==> src/rtl/sata_link_arbt_mc.sv <==
// Multi-channel SATA link arbiter: round-robin TX grant or X_RDY receive grant,
// with startup delay, transaction watchdog and abort on PHY loss.
package sata_link_arbt_mc_pkg;
  typedef enum logic [3:0] {
    align, sync, x_rdy, r_rdy, r_ip, r_ok, r_err, sof, eof, wtrm, hold, holda, cont, data
  } sata_p_t;
endpackage

module sata_link_arbt_mc
  import sata_link_arbt_mc_pkg::*;
#(
  parameter int unsigned N_TX        = 2,
  parameter int unsigned STARTUP_CYC = 150,
  parameter int unsigned TIMEOUT_CYC = 65536,
  parameter int unsigned RX_PRIO     = 0
) (
  input  logic            clk,
  input  logic            rst_n,
  input  logic [N_TX-1:0] tx_req,
  input  sata_p_t         rx_dat_type,
  input  logic            phyrdy,
  input  logic            roll_insert,
  output logic            wr_req,
  output logic [N_TX-1:0] wr_gnt,
  input  logic            wr_cpl,
  input  logic            wr_no_busy,
  output logic            rd_req,
  input  logic            rd_cpl,
  output logic            timeout_err,
  output logic            arb_ready
);

  localparam int unsigned IW = (N_TX > 1) ? $clog2(N_TX) : 1;
  localparam int unsigned SW = $clog2((STARTUP_CYC > 2) ? STARTUP_CYC : 2);
  localparam int unsigned TW = $clog2((TIMEOUT_CYC > 2) ? TIMEOUT_CYC : 2);
  localparam bit WD_EN = (TIMEOUT_CYC != 0);
  localparam logic [SW-1:0] SU_LAST  = SW'(STARTUP_CYC - 1);
  localparam logic [TW-1:0] WD_LAST  = TW'(TIMEOUT_CYC - 1);
  localparam logic [IW-1:0] IDX_LAST = IW'(N_TX - 1);

  typedef enum logic [2:0] {
    IDLE = 3'b001,
    WR   = 3'b010,
    RD   = 3'b100
  } state_t;

  state_t          state, state_nx;
  logic [IW-1:0]   gnt_idx, gnt_nx;
  logic [IW-1:0]   rr_ptr, rr_nx;
  logic [SW-1:0]   su_cnt, su_nx;
  logic [TW-1:0]   wd_cnt, wd_nx;
  logic            roll_d;
  logic            arb_nx;
  logic            timeout_nx;
  logic [N_TX-1:0] wr_gnt_nx;

  logic            x_rdy_c;
  logic            tx_any_c;
  logic            can_arb_c;
  logic            wd_hit_c;
  logic [IW-1:0]   pick_c;
  logic [IW-1:0]   gnt_inc_c;

  // First requesting channel at or after ptr, wrapping modulo N_TX.
  function automatic logic [IW-1:0] rr_pick(input logic [N_TX-1:0] req,
                                            input logic [IW-1:0]   ptr);
    int unsigned c;
    rr_pick = ptr;
    for (int i = int'(N_TX) - 1; i >= 0; i--) begin
      c = (32'(ptr) + 32'(i)) % N_TX;
      if (req[IW'(c)]) rr_pick = IW'(c);
    end
  endfunction

  assign x_rdy_c   = (rx_dat_type == x_rdy);
  assign tx_any_c  = |tx_req;
  assign can_arb_c = arb_ready && phyrdy && !(roll_insert || roll_d);
  assign wd_hit_c  = WD_EN && (wd_cnt == WD_LAST);
  assign pick_c    = rr_pick(tx_req, rr_ptr);
  assign gnt_inc_c = (gnt_idx == IDX_LAST) ? '0 : gnt_idx + IW'(1);

  // Next-state, pointer, counter and registered-output decode.
  always_comb begin
    state_nx   = state;
    gnt_nx     = gnt_idx;
    rr_nx      = rr_ptr;
    timeout_nx = 1'b0;
    arb_nx     = arb_ready;
    su_nx      = su_cnt;
    wd_nx      = '0;
    wr_gnt_nx  = '0;

    case (state)
      IDLE: begin
        if (can_arb_c) begin
          if (x_rdy_c && (RX_PRIO != 0 || !tx_any_c)) begin
            state_nx = RD;
          end else if (tx_any_c) begin
            state_nx = WR;
            gnt_nx   = pick_c;
          end
        end
      end
      WR: begin
        if (!phyrdy) begin
          state_nx = IDLE;
        end else if (wr_no_busy && x_rdy_c) begin
          state_nx = RD;
        end else if (wr_cpl) begin
          state_nx = IDLE;
          rr_nx    = gnt_inc_c;
        end else if (wd_hit_c) begin
          state_nx   = IDLE;
          rr_nx      = gnt_inc_c;
          timeout_nx = 1'b1;
        end
      end
      RD: begin
        if (!phyrdy) begin
          state_nx = IDLE;
        end else if (rd_cpl) begin
          state_nx = IDLE;
        end else if (wd_hit_c) begin
          state_nx   = IDLE;
          rr_nx      = gnt_inc_c;
          timeout_nx = 1'b1;
        end
      end
      default: state_nx = IDLE;
    endcase

    // Watchdog runs only while parked in WR/RD; any transition clears it.
    if (WD_EN && (state_nx == state) && (state_nx != IDLE)) begin
      wd_nx = wd_cnt + TW'(1);
    end

    // Startup delay restarts whenever the PHY is not ready.
    if (!phyrdy) begin
      arb_nx = 1'b0;
      su_nx  = '0;
    end else if (!arb_ready) begin
      if (su_cnt == SU_LAST) begin
        arb_nx = 1'b1;
        su_nx  = '0;
      end else begin
        su_nx = su_cnt + SW'(1);
      end
    end

    if (state_nx == WR) begin
      wr_gnt_nx = N_TX'(1) << gnt_nx;
    end
  end

  // State and output registers.
  always_ff @(posedge clk or negedge rst_n) begin
    if (!rst_n) begin
      state       <= IDLE;
      gnt_idx     <= '0;
      rr_ptr      <= '0;
      su_cnt      <= '0;
      wd_cnt      <= '0;
      roll_d      <= 1'b0;
      wr_req      <= 1'b0;
      wr_gnt      <= '0;
      rd_req      <= 1'b0;
      timeout_err <= 1'b0;
      arb_ready   <= 1'b0;
    end else begin
      state       <= state_nx;
      gnt_idx     <= gnt_nx;
      rr_ptr      <= rr_nx;
      su_cnt      <= su_nx;
      wd_cnt      <= wd_nx;
      roll_d      <= roll_insert;
      wr_req      <= (state_nx == WR);
      wr_gnt      <= wr_gnt_nx;
      rd_req      <= (state_nx == RD);
      timeout_err <= timeout_nx;
      arb_ready   <= arb_nx;
    end
  end

endmodule

==> config.mk <==
export PLATFORM = sky130hd
export DESIGN_NAME = sata_link_arbt_mc
export DESIGN_NICKNAME = d
export VERILOG_FILES = /design/src/rtl/sata_link_arbt_mc.sv
export SDC_FILE = /design/constraint.sdc
export NUM_CORES = 1
export LEC_CHECK = 0
export ABC_AREA = 1
export CAP_MARGIN = 20
export CORE_MARGIN = 3
export CORE_UTILIZATION = 55
export CTS_CLUSTER_SIZE = 30
export DETAILED_ROUTE_END_ITERATION = 8
export GPL_ROUTABILITY_DRIVEN = 0
export GPL_TIMING_DRIVEN = 0
export HOLD_SLACK_MARGIN = 0.06
export PLACE_DENSITY = 0.86
export SYNTH_ARGS = -nofsm -noshare
export SYNTH_HDL_FRONTEND = slang
export SYNTH_SLANG_ARGS = --single-unit
==> constraint.sdc <==
create_clock -name clk -period 2.3 [get_ports clk]
set_input_delay 0.46 -clock clk [delete_from_list [all_inputs] [get_ports clk]]
set_output_delay 0.46 -clock clk [all_outputs]
set_load 0.03 [all_outputs]
==> results <==
- In this run the tightest slew margin relative to its limit is 0.4780.
- The initial core utilization is 0.5972.
- The cell at the root of the clock tree is clkbuf_8.
- The remaining routing DRC violations is 0.
- For this run, the slowest stage of the critical path takes 0.62 ns.
- The part of the cycle the worst path needs is 0.9158.
- The endpoint type of the worst setup path is a register.
- The maximum number of pins on one net before global-route repair is 37.
- The number of DRC markers in iteration 0 is 83.
- The pre-antenna-repair detailed-routing pass consisted of 4 iterations.
- The number of cells on the worst reg-to-reg path is 11.
- The floorplan has 21 rows.
- In the post-route analysis, the smallest setup slack over all paths is 0.1937 ns.
- Before CTS, the worst setup slack after placement is -0.09227 ns.
- The capturing point of the worst reg2reg path is wd_cnt[5].
- The number of buffer and inverter stages on the critical path is 4.
- The worst setup path is of the primary input to register kind.
- The worst reg-to-reg setup slack is 0.44 ns.
- In the final routed layout, each cell accounts on average for 11.86 um.
- The detailed router placed 1,566 vias in this run.
- 19 I/O pins were placed.
- The final total negative setup slack is 0 ns.
- The top cell family by delay on the critical path is buffers and inverters.
- The maximum buffer depth of the clock tree is 2.
- The maximum fanout count along the critical path is 10.
- The number of vias per cell is 5.019.
- During placement, the flow inserted port buffers numbering 18.
- The critical path goes through clkdlybuf4s50_1 > nand2_4 > inv_2 > nand2_1 > nor2_1 > nor2_1 > nor2_2 > nand3_1 > nand2_1 > inv_2 > nand3_4 > buf_12 > nor2_4.
- The total routing usage reported by global routing is 0.1999.
- The average instance in the mapped netlist occupies 8.696 sq um.
- The clock skew after layout is 0.007411 ns.
- The library cells used most frequently in the layout, excluding fill and tap cells, are 40 x nand2_1, 35 x dfrtp_1, 30 x nor2_1, 29 x inv_1, 17 x clkdlybuf4s50_1.
- For this run, the register share of the synthesized area comes to 0.4323.
- The final max-slew violation count is 0.
- The cell area that synthesis handed to floorplanning was 2087 sq um.
- The share of the core filled with cells is 0.6871.
- The placeable core area is 3495 sq um.
- For the pin with the worst max-slew slack, the measured transition is 0.7830 ns.
- The TritonCTS clock tree is built.
- The fraction of final layout cells sized beyond drive strength 1 is 0.2068.
- The beginning of the worst register-to-register path is state[0].
- Tracing the worst setup path back leads to its startpoint at phyrdy.
- STA puts the critical path data required time at 2.48 ns.
- The largest individual stage delay along the critical path comes from the cell clkdlybuf4s50_1.
- The area occupied by multi-input gates is 1026 sq um.
- The arrival time at the worst endpoint is 2.28 ns.
- Setup repair after global routing left no endpoint under its margin.
- In this run the post-CTS setup repair buffer count came out at 0.
- The layout overhead on the synthesized area is 15.05%.
- The post-layout net count is 281.
- In this run, post-CTS hold repair placed 0 buffers.
- The run finished with clean final reports.
- The number of levels in the clock H-tree is 2.
- The smallest clock period supported by the final layout is computed as 2.106 ns.
- From left edge to right edge, the die measures 67.60 um.
- The post-synth net total is 256.
- The total wire length is 3.700 mm.
- The leading cell type in the layout, fill and taps excluded is nand2_1.
- Setup violations remaining at the end of the flow were counted as 0.
- The die outline height is 67.60 um.
- VDD sags by at most 0.3759 mV.
- Registers take 902.1 sq um.
- For this design the static power due to leakage is 1.031 nW.
- The netlist uses 30 different library cells.
- The number of global-route vias before repair is 1,613.
- The count of final hold-check violations is 0.
- After filler insertion, the fill cell instance count of the layout stands at 270.
- The worst setup path is launched from a primary input.
- The leftover overflow at the end of global routing is 0.
- The number of nets with antenna violations after routing is 0.
- Across the run, the number of max-cap violations was 0.
- The first global-routing pass estimated 6.734 mm of wire.
- The initial antenna violation count is 0.
- The instance count of the mapped netlist is 240.
- The number of buffers inserted during clock tree synthesis is 5.
- The synthesis warning total is 0.
- The later pin in the worst-skew pair is clocked with a latency of 0.30 ns.
- The repair_antennas step left the layout with diodes totalling 0.
- The quantity of gates resized following cts is 0.
- Clock-pin slew was measured on the worst setup and hold paths at 0.06 ns.
- The half-perimeter wire length of the detailed placement result is 2.856 mm.
- The synthesized flop and latch total is 36.
- The maximum clock frequency is 474.8 MHz.
- For this design the ratio of total power to cell area is 491.9 nW/um^2.
- In this run the worst hold path is classified as primary input to asynchronous set/reset pin.
- The tree built by TritonCTS fans out to 36 sinks.
- The floorplan die area is 4570 sq um.
==> sequential cells by signal, indices dropped and copies added (netlist names) <==
signal / cells
arb_ready: 1
gnt_idx: 1
rd_req: 1
roll_d: 1
rr_ptr: 1
state: 3
su_cnt: 8
timeout_err: 1
wd_cnt: 16
wr_gnt: 2
wr_req: 1
==> layout make-up <==
class / instances / area share
Clock buffer: 7 / 0.03179
Clock inverter: 1 / 0.002084
Multi-Input combinational cell: 166 / 0.4273
Tap cell: 46 / 0.02397
Buffer: 1 / 0.008338
Inverter: 37 / 0.05784
Sequential cell: 36 / 0.3757
Timing Repair Buffer: 18 / 0.07295
==> power by group <==
group	total, mW	switching, mW	leakage [nW]	internal (mW)
clock network	0.430	0.218	0.0422	0.212
logic	0.0985	0.0595	0.499	0.0391
registers	0.652	0.00859	0.489	0.644
total	1.18	0.286	1.03	0.895
==> how the worst max path moves through the flow <==
stage	to	slack, ns	cells past startpoint
floorplan	wd_cnt[11]	0.63	12
global placement	wd_cnt[5]	-0.07	13
detailed placement	wd_cnt[6]	-0.09	13
CTS	wd_cnt[5]	0.18	13
global route	wd_cnt[13]	0.01	13
finish	wd_cnt[5]	0.19	13
==> cells in the mapped netlist (all sizes together) <==
cell     n  area share
or2      1      0.0030
xnor2    6       0.025
o22ai    6       0.018
a21oi    3      0.0090
ha       3       0.018
nor3     3      0.0096
nor4     3       0.015
dfstp    1       0.013
nand2   50        0.10
dfrtp   35        0.42
inv     37       0.067
nand3   18       0.065
a31oi    1      0.0030
nor2    47        0.14
o21ai    7       0.017
nand4    4       0.012
buf      1      0.0096
xor2    11       0.046
o211ai   3       0.011
==> through the flow <==
stage	instance area (sq um)	hold WS, ns	total power [mW]	cells
6_report	2401	0.2477	1.181	312
5_1_grt	2401	0.2904	1.236	312
4_1_cts	2401	0.2657	1.200	312
3_3_place_gp	2325	0.4482	0.7607	304
3_5_place_dp	2320	0.4578	0.7639	304
2_1_floorplan	2087	0.1644	0.7171	240
==> cell families (layout without fill, tap and decap cells) <==
logic type,after synthesis,count (layout),synth area share
XOR/XNOR,17,17,0.07134
flip-flops,36,36,0.4323
adder cells (fa/ha/maj),3,3,0.01799
buffers and inverters,38,64,0.07614
AND/OR/NAND/NOR,126,126,0.3447
AO/OA/AOI/OAI,20,20,0.05756
==> routing by layer <==
metal	vias up	track usage	wire length (um)	part of all wire
met3	5	0.07987	169	0.046
met1	725	0.2342	1699	0.46
met5	-	0	0	0
met2	27	0.3244	1773	0.48
met4	0	0.08101	57	0.015
li1	809	-	-	-
Note: power is estimated with default switching activity, not from simulation.
